**src/rtl/emu_sequencer_if.sv**
```systemverilog
// Signal bundle between the emulation sequencer (slave) and the command controller,
// stimulus source and filter pair (master side).
interface emu_sequencer_if #(
  parameter int DATA_W = 24
);
  logic                     soft_rstn;
  logic                     start;
  logic                     stim_valid;
  logic                     emu_en;
  logic                     flt_clr;
  logic                     out_valid;
  logic signed [DATA_W-1:0] ref_data;
  logic signed [DATA_W-1:0] dut_data;
  logic                     busy;
  logic [63:0]              mse_data;
  logic                     mse_valid;
  logic                     timeout_err;

  modport master (
    output soft_rstn, start, stim_valid, out_valid, ref_data, dut_data,
    input  emu_en, flt_clr, busy, mse_data, mse_valid, timeout_err
  );

  modport slave (
    input  soft_rstn, start, stim_valid, out_valid, ref_data, dut_data,
    output emu_en, flt_clr, busy, mse_data, mse_valid, timeout_err
  );
endinterface

```
**src/rtl/emu_sequencer.sv**
```systemverilog
// Runs one word-length emulation pass: clears the filter pair, streams the stimulus and
// accumulates the saturating sum of squared differences between the two filter outputs.
module emu_sequencer #(
  parameter int NUM_SAMPLES = 1024,
  parameter int WARMUP      = 32,
  parameter int DATA_W      = 24,
  parameter int FLUSH_CYC   = 8,
  parameter int TIMEOUT     = 4096
) (
  input  logic           clk,
  input  logic           rst,
  emu_sequencer_if.slave bus
);
  localparam int TOTAL = WARMUP + NUM_SAMPLES;
  localparam int CNT_W = $clog2(TOTAL + 1);
  localparam int FL_W  = $clog2(FLUSH_CYC + 1);
  localparam int TO_W  = $clog2(TIMEOUT + 1);
  localparam int SQ_W  = 2 * DATA_W + 2;
  localparam int SUM_W = ((SQ_W > 64) ? SQ_W : 64) + 1;

  localparam logic [CNT_W-1:0] WARMUP_C     = CNT_W'(WARMUP);
  localparam logic [CNT_W-1:0] TOTAL_C      = CNT_W'(TOTAL);
  localparam logic [CNT_W-1:0] LAST_C       = CNT_W'(TOTAL - 1);
  localparam logic [FL_W-1:0]  FLUSH_LAST_C = FL_W'(FLUSH_CYC - 1);
  localparam logic [TO_W-1:0]  TO_LAST_C    = TO_W'(TIMEOUT - 1);

  localparam logic [2:0] S_IDLE  = 3'd0;
  localparam logic [2:0] S_FLUSH = 3'd1;
  localparam logic [2:0] S_RUN   = 3'd2;
  localparam logic [2:0] S_DRAIN = 3'd3;
  localparam logic [2:0] S_DONE  = 3'd4;

  logic [2:0]       state_q, state_d;
  logic [FL_W-1:0]  flush_q, flush_d;
  logic [CNT_W-1:0] issue_q, issue_d;
  logic [CNT_W-1:0] out_cnt_q, out_cnt_d;
  logic [TO_W-1:0]  idle_q, idle_d;
  logic [SQ_W-1:0]  sq_q, sq_d;
  logic             sq_vld_q, sq_vld_d;
  logic             sq_last_q, sq_last_d;
  logic [63:0]      acc_q, acc_d;
  logic [63:0]      mse_q, mse_d;
  logic             mse_vld_q, mse_vld_d;
  logic             to_err_q, to_err_d;

  logic signed [DATA_W:0] ref_x, dut_x, diff;
  logic signed [SQ_W-1:0] diff_x;
  logic [SQ_W-1:0]        sq_full;
  logic [SUM_W-1:0]       sum;
  logic [63:0]            acc_sat;
  logic                   streaming;
  logic                   pair_live;
  logic                   emu_en;

  // One extra bit keeps the difference of two full-scale opposite-sign samples exact.
  assign ref_x   = {bus.ref_data[DATA_W-1], bus.ref_data};
  assign dut_x   = {bus.dut_data[DATA_W-1], bus.dut_data};
  assign diff    = ref_x - dut_x;
  assign diff_x  = SQ_W'(diff);
  assign sq_full = $unsigned(diff_x * diff_x);

  assign sum     = SUM_W'(acc_q) + SUM_W'(sq_q);
  assign acc_sat = (|sum[SUM_W-1:64]) ? {64{1'b1}} : sum[63:0];

  assign streaming = (state_q == S_RUN) || (state_q == S_DRAIN);
  assign pair_live = bus.out_valid && streaming;
  assign emu_en    = (state_q == S_RUN) && bus.stim_valid && bus.soft_rstn;

  always_comb begin
    state_d   = state_q;
    flush_d   = flush_q;
    issue_d   = issue_q;
    out_cnt_d = out_cnt_q;
    idle_d    = idle_q;
    sq_d      = sq_q;
    sq_vld_d  = 1'b0;
    sq_last_d = 1'b0;
    acc_d     = sq_vld_q ? acc_sat : acc_q;
    mse_d     = mse_q;
    mse_vld_d = 1'b0;
    to_err_d  = to_err_q;

    // Output pairs are counted as soon as streaming starts, not only once issuing is over.
    if (pair_live) begin
      if (out_cnt_q != TOTAL_C) out_cnt_d = out_cnt_q + CNT_W'(1);
      if ((out_cnt_q >= WARMUP_C) && (out_cnt_q < TOTAL_C)) begin
        sq_d      = sq_full;
        sq_vld_d  = 1'b1;
        sq_last_d = (out_cnt_q == LAST_C);
      end
    end

    case (state_q)
      S_IDLE: begin
        if (bus.start) begin
          state_d   = S_FLUSH;
          flush_d   = '0;
          issue_d   = '0;
          out_cnt_d = '0;
          acc_d     = '0;
          to_err_d  = 1'b0;
        end
      end
      S_FLUSH: begin
        if (flush_q == FLUSH_LAST_C) state_d = S_RUN;
        else                         flush_d = flush_q + FL_W'(1);
      end
      S_RUN: begin
        if (emu_en) begin
          issue_d = issue_q + CNT_W'(1);
          if (issue_q == LAST_C) begin
            state_d = S_DRAIN;
            idle_d  = '0;
          end
        end
      end
      S_DRAIN: begin
        if (bus.out_valid) begin
          idle_d = '0;
        end else if (idle_q == TO_LAST_C) begin
          state_d   = S_DONE;
          to_err_d  = 1'b1;
          mse_d     = acc_d;
          mse_vld_d = 1'b1;
        end else begin
          idle_d = idle_q + TO_W'(1);
        end
      end
      S_DONE:  state_d = S_IDLE;
      default: state_d = S_IDLE;
    endcase

    // Final square lands in the accumulator on this edge, so publish the updated sum.
    if (sq_vld_q && sq_last_q && streaming) begin
      state_d   = S_DONE;
      mse_d     = acc_sat;
      mse_vld_d = 1'b1;
      to_err_d  = to_err_q;
    end

    if (!bus.soft_rstn) begin
      state_d   = S_IDLE;
      flush_d   = '0;
      issue_d   = '0;
      out_cnt_d = '0;
      idle_d    = '0;
      sq_vld_d  = 1'b0;
      sq_last_d = 1'b0;
      acc_d     = '0;
      mse_d     = '0;
      mse_vld_d = 1'b0;
    end
  end

  always_ff @(posedge clk or posedge rst) begin
    if (rst) begin
      state_q   <= S_IDLE;
      flush_q   <= '0;
      issue_q   <= '0;
      out_cnt_q <= '0;
      idle_q    <= '0;
      sq_q      <= '0;
      sq_vld_q  <= 1'b0;
      sq_last_q <= 1'b0;
      acc_q     <= '0;
      mse_q     <= '0;
      mse_vld_q <= 1'b0;
      to_err_q  <= 1'b0;
    end else begin
      state_q   <= state_d;
      flush_q   <= flush_d;
      issue_q   <= issue_d;
      out_cnt_q <= out_cnt_d;
      idle_q    <= idle_d;
      sq_q      <= sq_d;
      sq_vld_q  <= sq_vld_d;
      sq_last_q <= sq_last_d;
      acc_q     <= acc_d;
      mse_q     <= mse_d;
      mse_vld_q <= mse_vld_d;
      to_err_q  <= to_err_d;
    end
  end

  assign bus.emu_en      = emu_en;
  assign bus.flt_clr     = (state_q == S_FLUSH) && bus.soft_rstn;
  assign bus.busy        = (state_q != S_IDLE);
  assign bus.mse_data    = mse_q;
  assign bus.mse_valid   = mse_vld_q;
  assign bus.timeout_err = to_err_q;
endmodule
```
**src/flat_wrapper.sv**
```systemverilog
// flat-port wrapper written by rule: the top's interface ports become plain ports
module emu_sequencer_flat 
#(
  parameter int NUM_SAMPLES = 1024,
  parameter int WARMUP      = 32,
  parameter int DATA_W      = 24,
  parameter int FLUSH_CYC   = 8,
  parameter int TIMEOUT     = 4096
)
  (clk, rst, bus_soft_rstn, bus_start, bus_stim_valid, bus_out_valid, bus_ref_data, bus_dut_data, bus_emu_en, bus_flt_clr, bus_busy, bus_mse_data, bus_mse_valid, bus_timeout_err);
  emu_sequencer_if #(.DATA_W(DATA_W)) bus_i ();
  input  logic clk;
  input  logic rst;
  input wire logic [$bits(bus_i.soft_rstn)-1:0] bus_soft_rstn;
  input wire logic [$bits(bus_i.start)-1:0] bus_start;
  input wire logic [$bits(bus_i.stim_valid)-1:0] bus_stim_valid;
  input wire logic [$bits(bus_i.out_valid)-1:0] bus_out_valid;
  input wire logic [$bits(bus_i.ref_data)-1:0] bus_ref_data;
  input wire logic [$bits(bus_i.dut_data)-1:0] bus_dut_data;
  output wire logic [$bits(bus_i.emu_en)-1:0] bus_emu_en;
  output wire logic [$bits(bus_i.flt_clr)-1:0] bus_flt_clr;
  output wire logic [$bits(bus_i.busy)-1:0] bus_busy;
  output wire logic [$bits(bus_i.mse_data)-1:0] bus_mse_data;
  output wire logic [$bits(bus_i.mse_valid)-1:0] bus_mse_valid;
  output wire logic [$bits(bus_i.timeout_err)-1:0] bus_timeout_err;
  assign bus_i.soft_rstn = bus_soft_rstn;
  assign bus_i.start = bus_start;
  assign bus_i.stim_valid = bus_stim_valid;
  assign bus_i.out_valid = bus_out_valid;
  assign bus_i.ref_data = bus_ref_data;
  assign bus_i.dut_data = bus_dut_data;
  assign bus_emu_en = bus_i.emu_en;
  assign bus_flt_clr = bus_i.flt_clr;
  assign bus_busy = bus_i.busy;
  assign bus_mse_data = bus_i.mse_data;
  assign bus_mse_valid = bus_i.mse_valid;
  assign bus_timeout_err = bus_i.timeout_err;
  emu_sequencer #(.NUM_SAMPLES(NUM_SAMPLES), .WARMUP(WARMUP), .DATA_W(DATA_W), .FLUSH_CYC(FLUSH_CYC), .TIMEOUT(TIMEOUT)) u_core (.clk(clk), .rst(rst), .bus(bus_i));
endmodule
```
**config.mk**
```make
export PLATFORM = sky130hd
export DESIGN_NAME = emu_sequencer_flat
export DESIGN_NICKNAME = d
export VERILOG_FILES = /design/src/rtl/emu_sequencer_if.sv /design/src/rtl/emu_sequencer.sv /design/src/flat_wrapper.sv
export SDC_FILE = /design/constraint.sdc
export NUM_CORES = 2
export LEC_CHECK = 0
export BUFFER_PORTS_ARGS = -buffer_cell sky130_fd_sc_hd__clkbuf_2
export CAP_MARGIN = 20
export CELL_PAD_IN_SITES_DETAIL_PLACEMENT = 1
export CELL_PAD_IN_SITES_GLOBAL_PLACEMENT = 1
export CORE_AREA = 2 2 271 273
export DETAILED_ROUTE_END_ITERATION = 6
export DIE_AREA = 0 0 273 275
export GPL_TIMING_DRIVEN = 0
export PLACE_DENSITY = 0.78
export REMOVE_ABC_BUFFERS = 1
export SYNTH_ARGS = -nofsm -noshare
export SYNTH_HDL_FRONTEND = slang
export SYNTH_SLANG_ARGS = --single-unit
```
**constraint.sdc**
```tcl
create_clock -name clk -period 6.6 [get_ports clk]
set_input_delay 0 -clock clk [delete_from_list [all_inputs] [get_ports clk]]
set_output_delay 0 -clock clk [all_outputs]
set_load 0.01 [all_outputs]
```
# Yosys cells after proc, flatten, opt, wreduce, memory -nomap -nowiden
# Cells that the tools add are included.
dict set report word_totals {
  out_inout_bits 69
  in_bits 54
  ff_bits 224
  elab_cells 121
}
dict set report classes {
  n_eq_ne 28
  muxes 53
  bitwise 1
  magnitude_cmp 2
  multipliers 1
  add_sub_neg 6
  n_reduce_logical 18
}
# op n
set op_table {}
lappend op_table {{64-bit two-way mux} 10}
lappend op_table {{11-bit two-way mux} 8}
lappend op_table {{64-bit by 50-bit adder with 65-bit output} 1}
lappend op_table {{13-bit two-way mux} 5}
lappend op_table {{25-bit by 25-bit multiplier with 50-bit output} 1}
lappend op_table {{13-bit case mux with 2 select lines} 1}
lappend op_table {{24-bit by 24-bit subtractor with 25-bit output} 1}
lappend op_table {{3-bit two-way mux} 8}
lappend op_table {{11-bit by 1-bit adder with 11-bit output (second input constant)} 2}
lappend op_table {{11-bit == test (second input constant)} 2}
lappend op_table {{11-bit case mux with 2 select lines} 1}
lappend op_table {{4-bit != test (second input constant)} 5}
lappend op_table {{3-bit by 1-bit != test with 1-bit output (second input constant)} 5}
lappend op_table {{1-bit two-way mux} 14}
lappend op_table {{13-bit by 1-bit adder with 13-bit output (second input constant)} 1}
lappend op_table {{13-bit by 12-bit == test with 1-bit output (second input constant)} 1}
lappend op_table {{4-bit two-way mux} 3}
lappend op_table {{3-bit != test (second input constant)} 4}
lappend op_table {{3-bit case mux with 4 select lines} 1}
lappend op_table {{11-bit by 6-bit >= comparator with 1-bit output (second input constant)} 1}
lappend op_table {{11-bit less-than comparator (second input constant)} 1}
lappend op_table {{11-bit != test (second input constant)} 1}
lappend op_table {{3-bit AND reduction} 3}
lappend op_table {{4-bit case mux with 2 select lines} 1}
lappend op_table {{other kinds (19)} 28}

# Depth between registers and ports, before layout
dict set report depth {
  depth_word 8
  depth_mapped 43
  ltp_nobuf 41
}

# Worst setup path before layout
# Ideal clock, no wire load.
dict set report synth_path {
  path_type {input to register}
  start {in bus_dut_data[1]}
  end {reg u_core.sq_q[48]}
  stages 39
  path_buffers 2
  arrival_ns 8.664
  slack_ns -2.200
  cell_sequence {inv_1 ha_1 nor2b_1 o21a_1 o21ai_2 a21oi_1 a221oi_2 o21ai_1 o31a_1 a311o_1 a21oi_2 xnor2_2 clkinv_2 buf_6 nor2_1 fa_1 fa_1 fa_1 [3 not listed] fa_1 inv_1 fa_1 inv_1 fa_1 ha_1 buf_6 a21o_1 a311oi_1 o21ai_0 a21o_1 a211o_1 a211o_1 o211ai_2 o31ai_1 a41o_1 o21ai_0 o311ai_1}
}
dict set report synth_via {
  elab_chain_len 2
}
# element line
set synth_lines {}
lappend synth_lines {{start: declaration} flat_wrapper.sv:19} ;# input wire logic [$bits(bus_i.dut_data)-1:0] bus_dut_data;
lappend synth_lines {{24-bit by 24-bit subtractor with 25-bit output} emu_sequencer.sv:58} ;# assign diff = ref_x - dut_x;
lappend synth_lines {{25-bit by 25-bit multiplier with 50-bit output} emu_sequencer.sv:60} ;# assign sq_full = $unsigned(diff_x * diff_x);
lappend synth_lines {{end signal: assignment} emu_sequencer.sv:175} ;# sq_q <= sq_d;
lappend synth_lines {{end: declaration} emu_sequencer.sv:38} ;# logic [SQ_W-1:0] sq_q, sq_d;
# Every way passes these cells.
# A chain may end at the register's enable or synchronous reset.

# Worst setup path in the final report
dict set report layout_path {
  start {in bus_ref_data[0]}
  end {reg u_core.sq_q[48]}
}
dict set report layout_via {
  elab_chain_len 2
}
# element line
set layout_lines {}
lappend layout_lines {{start: declaration} flat_wrapper.sv:18} ;# input wire logic [$bits(bus_i.ref_data)-1:0] bus_ref_data;
lappend layout_lines {{24-bit by 24-bit subtractor with 25-bit output} emu_sequencer.sv:58}
lappend layout_lines {{25-bit by 25-bit multiplier with 50-bit output} emu_sequencer.sv:60}
# Every way passes these cells.

==> key figures <==
Timing
  – Final hold violation count: 0
  – Pins over their slew limit: 0
  – Clk_skew: 0.0235 ns
  – Setup slack after layout: -2.78 ns
  – Highest clock rate: roughly 110 MHz
  – Tmin final: 9.38 ns
  – Worst rel slew slack: 33.2%
  – RSZ-0062 raised after global routing: true
  – Final hold slack: roughly 0.17 ns
  – Final period util: 142%
  – Setup-failing EPs final: 36
  – Slew at the pin closest to its max-slew limit: approximately 1 ns

Yosys
  – #FFs+latches synth: about 220
  – Ys flop type: dfrtp_1
  – Synth warn: 0
  – Async SR Flop Fraction: 100%
  – Register area share after synthesis: between 10% and 20%
  – Synthesized area: ~33000 um2
  – Post-synth EDFFs: 0
  – Syn Inst Count: about 3600
  – Post-Syn Area per Cell: 9.21 um2
  – Distinct cell type count after synthesis: 83

Floorplan
  – Core ar.: between 70000 and 80000 um2
  – Horiz. Die Dim: between 200 and 300 um
  – Total die area: 75100 um2
  – Cell Rows: 99
  – Die height: approximately 280 um
  – Initial Util: a little under half
  – # IOs: around 120

Layout
  – Area of the multi-input gates: around 26000 um2
  – Fin cells: 4837
  – Most frequent cells in the layout: 644 x inv_1, 582 x fa_1, 367 x nand2_1
  – Layout fillers: 8132
  – Area Growth Syn to Fin: 20.1%
  – Share of cells above drive strength 1: 19.0%
  – Final nets: 4746
  – Most common cell after layout, fill and taps aside: inv_1
  – FF/Latch Area: 5580 um2

Setup path
  – Data required time of the worst path: 7.02 ns
  – Critical Path Start Type: input pin
  – Setup slack, reg-to-reg: ~1.4 ns
  – CP Capture Type: flop
  – Bufs and invs on worst path: 9
  – Slowest Stage Delay on Critical Path: around 0.83 ns
  – CP max stage cell: fa_1
  – RR Endpoint: u_core.bus.mse_data[28]
  – CP top delay family: adder cells
  – Setup crit start: bus_ref_data[0]
  – Setup CP Type: input pin to flop
  – Crit Path Max Fanout: 4
  – Reg2reg start: u_core.acc_q[0]
  – Most common cell on crit path: fa_1
  – Path depth of the worst reg2reg path: 14
  – WP data arrival: around 10 ns
  – Capture point of the critical path: u_core.sq_q[48]
  – WP depth: 39

Routing
  – DRC Markers: 0
  – Wirelength per Cell: between 20 and 30 um
  – WL final: 125000 um
  – Via count: around 28000
  – First drt pass iteration count: 6
  – Final antenna-violating net count: 0
  – Initial DRC Count: between 2000 and 2500
  – Vias per inst: around 5.9

GRT
  – First-pass GRT wire length: 172000 um
  – Total grt overflow: 0
  – Initial antenna violation count: 6
  – Total Routing Usage GR: 29.4%
  – Vias in the first global route: around 31000
  – Largest net degree at the start of global routing: 120

Place
  – Placed Cells: between 4000 and 5000
  – Hpwl dp: 76700 um
  – Pre-CTS WS: -4.27 ns
  – GPL Wtd Cong: 0.893
  – Buffers added on ports: ~120

Clocking
  – TritonCTS Buffers: 24
  – H-tree depth: 1
  – Worst-path clk slew: 0.06 ns
  – CTS tree: done
  – Clock Root Buffer: clkbuf_16
  – Clk buf depth: 3
  – Clk_lat worst skew: ~0.56 ns
  – Clock sink count: 223

Outcome
  – Status: finished, violations left
  – Failing checks: setup timing

Worst hold path
  – Hold Path Class: input pin to flop

Run
  – Number of max-cap violations: 0
==> registers in the layout, summed over array words and instances, names as in the netlist <==
signal,cells
u_core.bus.timeout_err,1
u_core.sq_vld_q,1
u_core.issue_q,11
u_core.bus.mse_valid,1
u_core.out_cnt_q,11
u_core.acc_q,64
u_core.flush_q,4
u_core.sq_q,49
u_core.bus.mse_data,64
u_core.sq_last_q,1
u_core.state_q,3
u_core.idle_q,13
==> logic make-up (layout without fill, tap and decap cells) <==
group | after synthesis | after routing | share of synthesized area (%)
AOI/OAI and AO/OA | 562 | 563 | 10.7
other | 0 | 3 | 0
adders and majority gates | 834 | 834 | 45.5
muxes | 22 | 22 | 0.682
DFF | 223 | 223 | 16.9
buffers and inverters | 822 | 1114 | 9.53
xor gates and xnor gates | 144 | 144 | 3.89
and+or+nand+nor | 975 | 975 | 12.8
==> cell type report <==
cell class / count / share of cell area, %
timing repair inverter: 2 / 0.0410
antenna: 3 / 0.0189
inverter: 707 / 7.06
timing repair buffer: 362 / 7.67
clock buffer: 28 / 1.58
multi-input combinational: 2538 / 65.8
clock inverter: 15 / 0.676
tap: 959 / 3.03
sequential: 223 / 14.1
==> how the worst min path moves through the flow <==
stage	start	to	slack (ns)	cells past startpoint
floorplan	bus_start	u_core.bus.timeout_err	0.09	1
global placement	bus_start	u_core.bus.timeout_err	0.26	2
detailed placement	rst	u_core.bus.mse_data[26]	0.25	2
CTS	bus_dut_data[0]	u_core.sq_q[2]	0.19	5
global route	bus_dut_data[0]	u_core.sq_q[0]	0.18	4
finish	bus_dut_data[0]	u_core.sq_q[2]	0.17	5
==> Yosys cell counts, drive strengths merged (13+ instances only) <==
library cell / n / area [um2]
inv: 704 / 2640
fa: 609 / 12200
nand2: 392 / 1480
nor2: 333 / 1250
ha: 225 / 2820
dfrtp: 223 / 5580
o21ai: 213 / 1080
a21oi: 121 / 621
xnor2: 90 / 811
clkbuf: 88 / 332
nand3: 59 / 295
xor2: 54 / 473
a21o: 51 / 383
nand4: 40 / 250
nand2b: 33 / 206
buf: 27 / 158
nor2b: 26 / 163
a31oi: 25 / 171
and3: 24 / 150
nor3: 23 / 115
o21bai: 21 / 158
o22ai: 21 / 131
mux2i: 18 / 180
o31ai: 18 / 140
o21a: 13 / 97.6
==> layer usage <==
metal / vias up / part of all wire, % / global-route usage [%]
met5: - / 0.081 / 0
met3: 714 / 7.8 / 4.34
met2: 1405 / 49 / 52.5
met1: 14500 / 35 / 34.5
li1: 11800 / - / -
met4: 10 / 8.1 / 14.9
==> through the flow <==
stage	TNS (ns)	area [um2]	utilization, %
2_1_floorplan	-57.61	32500	-
3_3_place_gp	-651.30	34300	47.4
3_5_place_dp	-125.35	34900	48.2
4_1_cts	-42.42	38200	52.7
5_1_grt	-72.73	39600	54.8
6_report	-67.17	39600	54.8
==> worst reg2reg max path, cell delays in order (launching register included) <==
cell and delay, ns:
dfrtp_1 0.38, ha_1 0.24, ha_1 0.23, a21o_1 0.16, a21oi_1 0.30, o21a_1 0.22, nor4_1 0.10, o311ai_1 0.62
nand2_2 0.23, a31oi_4 0.38, a211o_2 0.77, nand2_1 0.46, buf_16 0.30, o22ai_1 0.51, o21ai_0 0.17
==> what timing repair did <==
| action | 4_1_cts | 5_1_grt |
|---|---|---|
| pin swaps | 144 | 101 |
| gates resized for setup | 289 | 211 |
| endpoints found under the setup margin | 42 | 38 |
| endpoints found under the hold margin | 138 | 0 |
| buffers inserted | 138 | 77 |
| gates cloned | 3 | 0 |
| hold buffers | 6 | 0 |
Power is not shown: default switching activity piles up to over one toggle a cycle in this logic, so the estimate is an artifact.
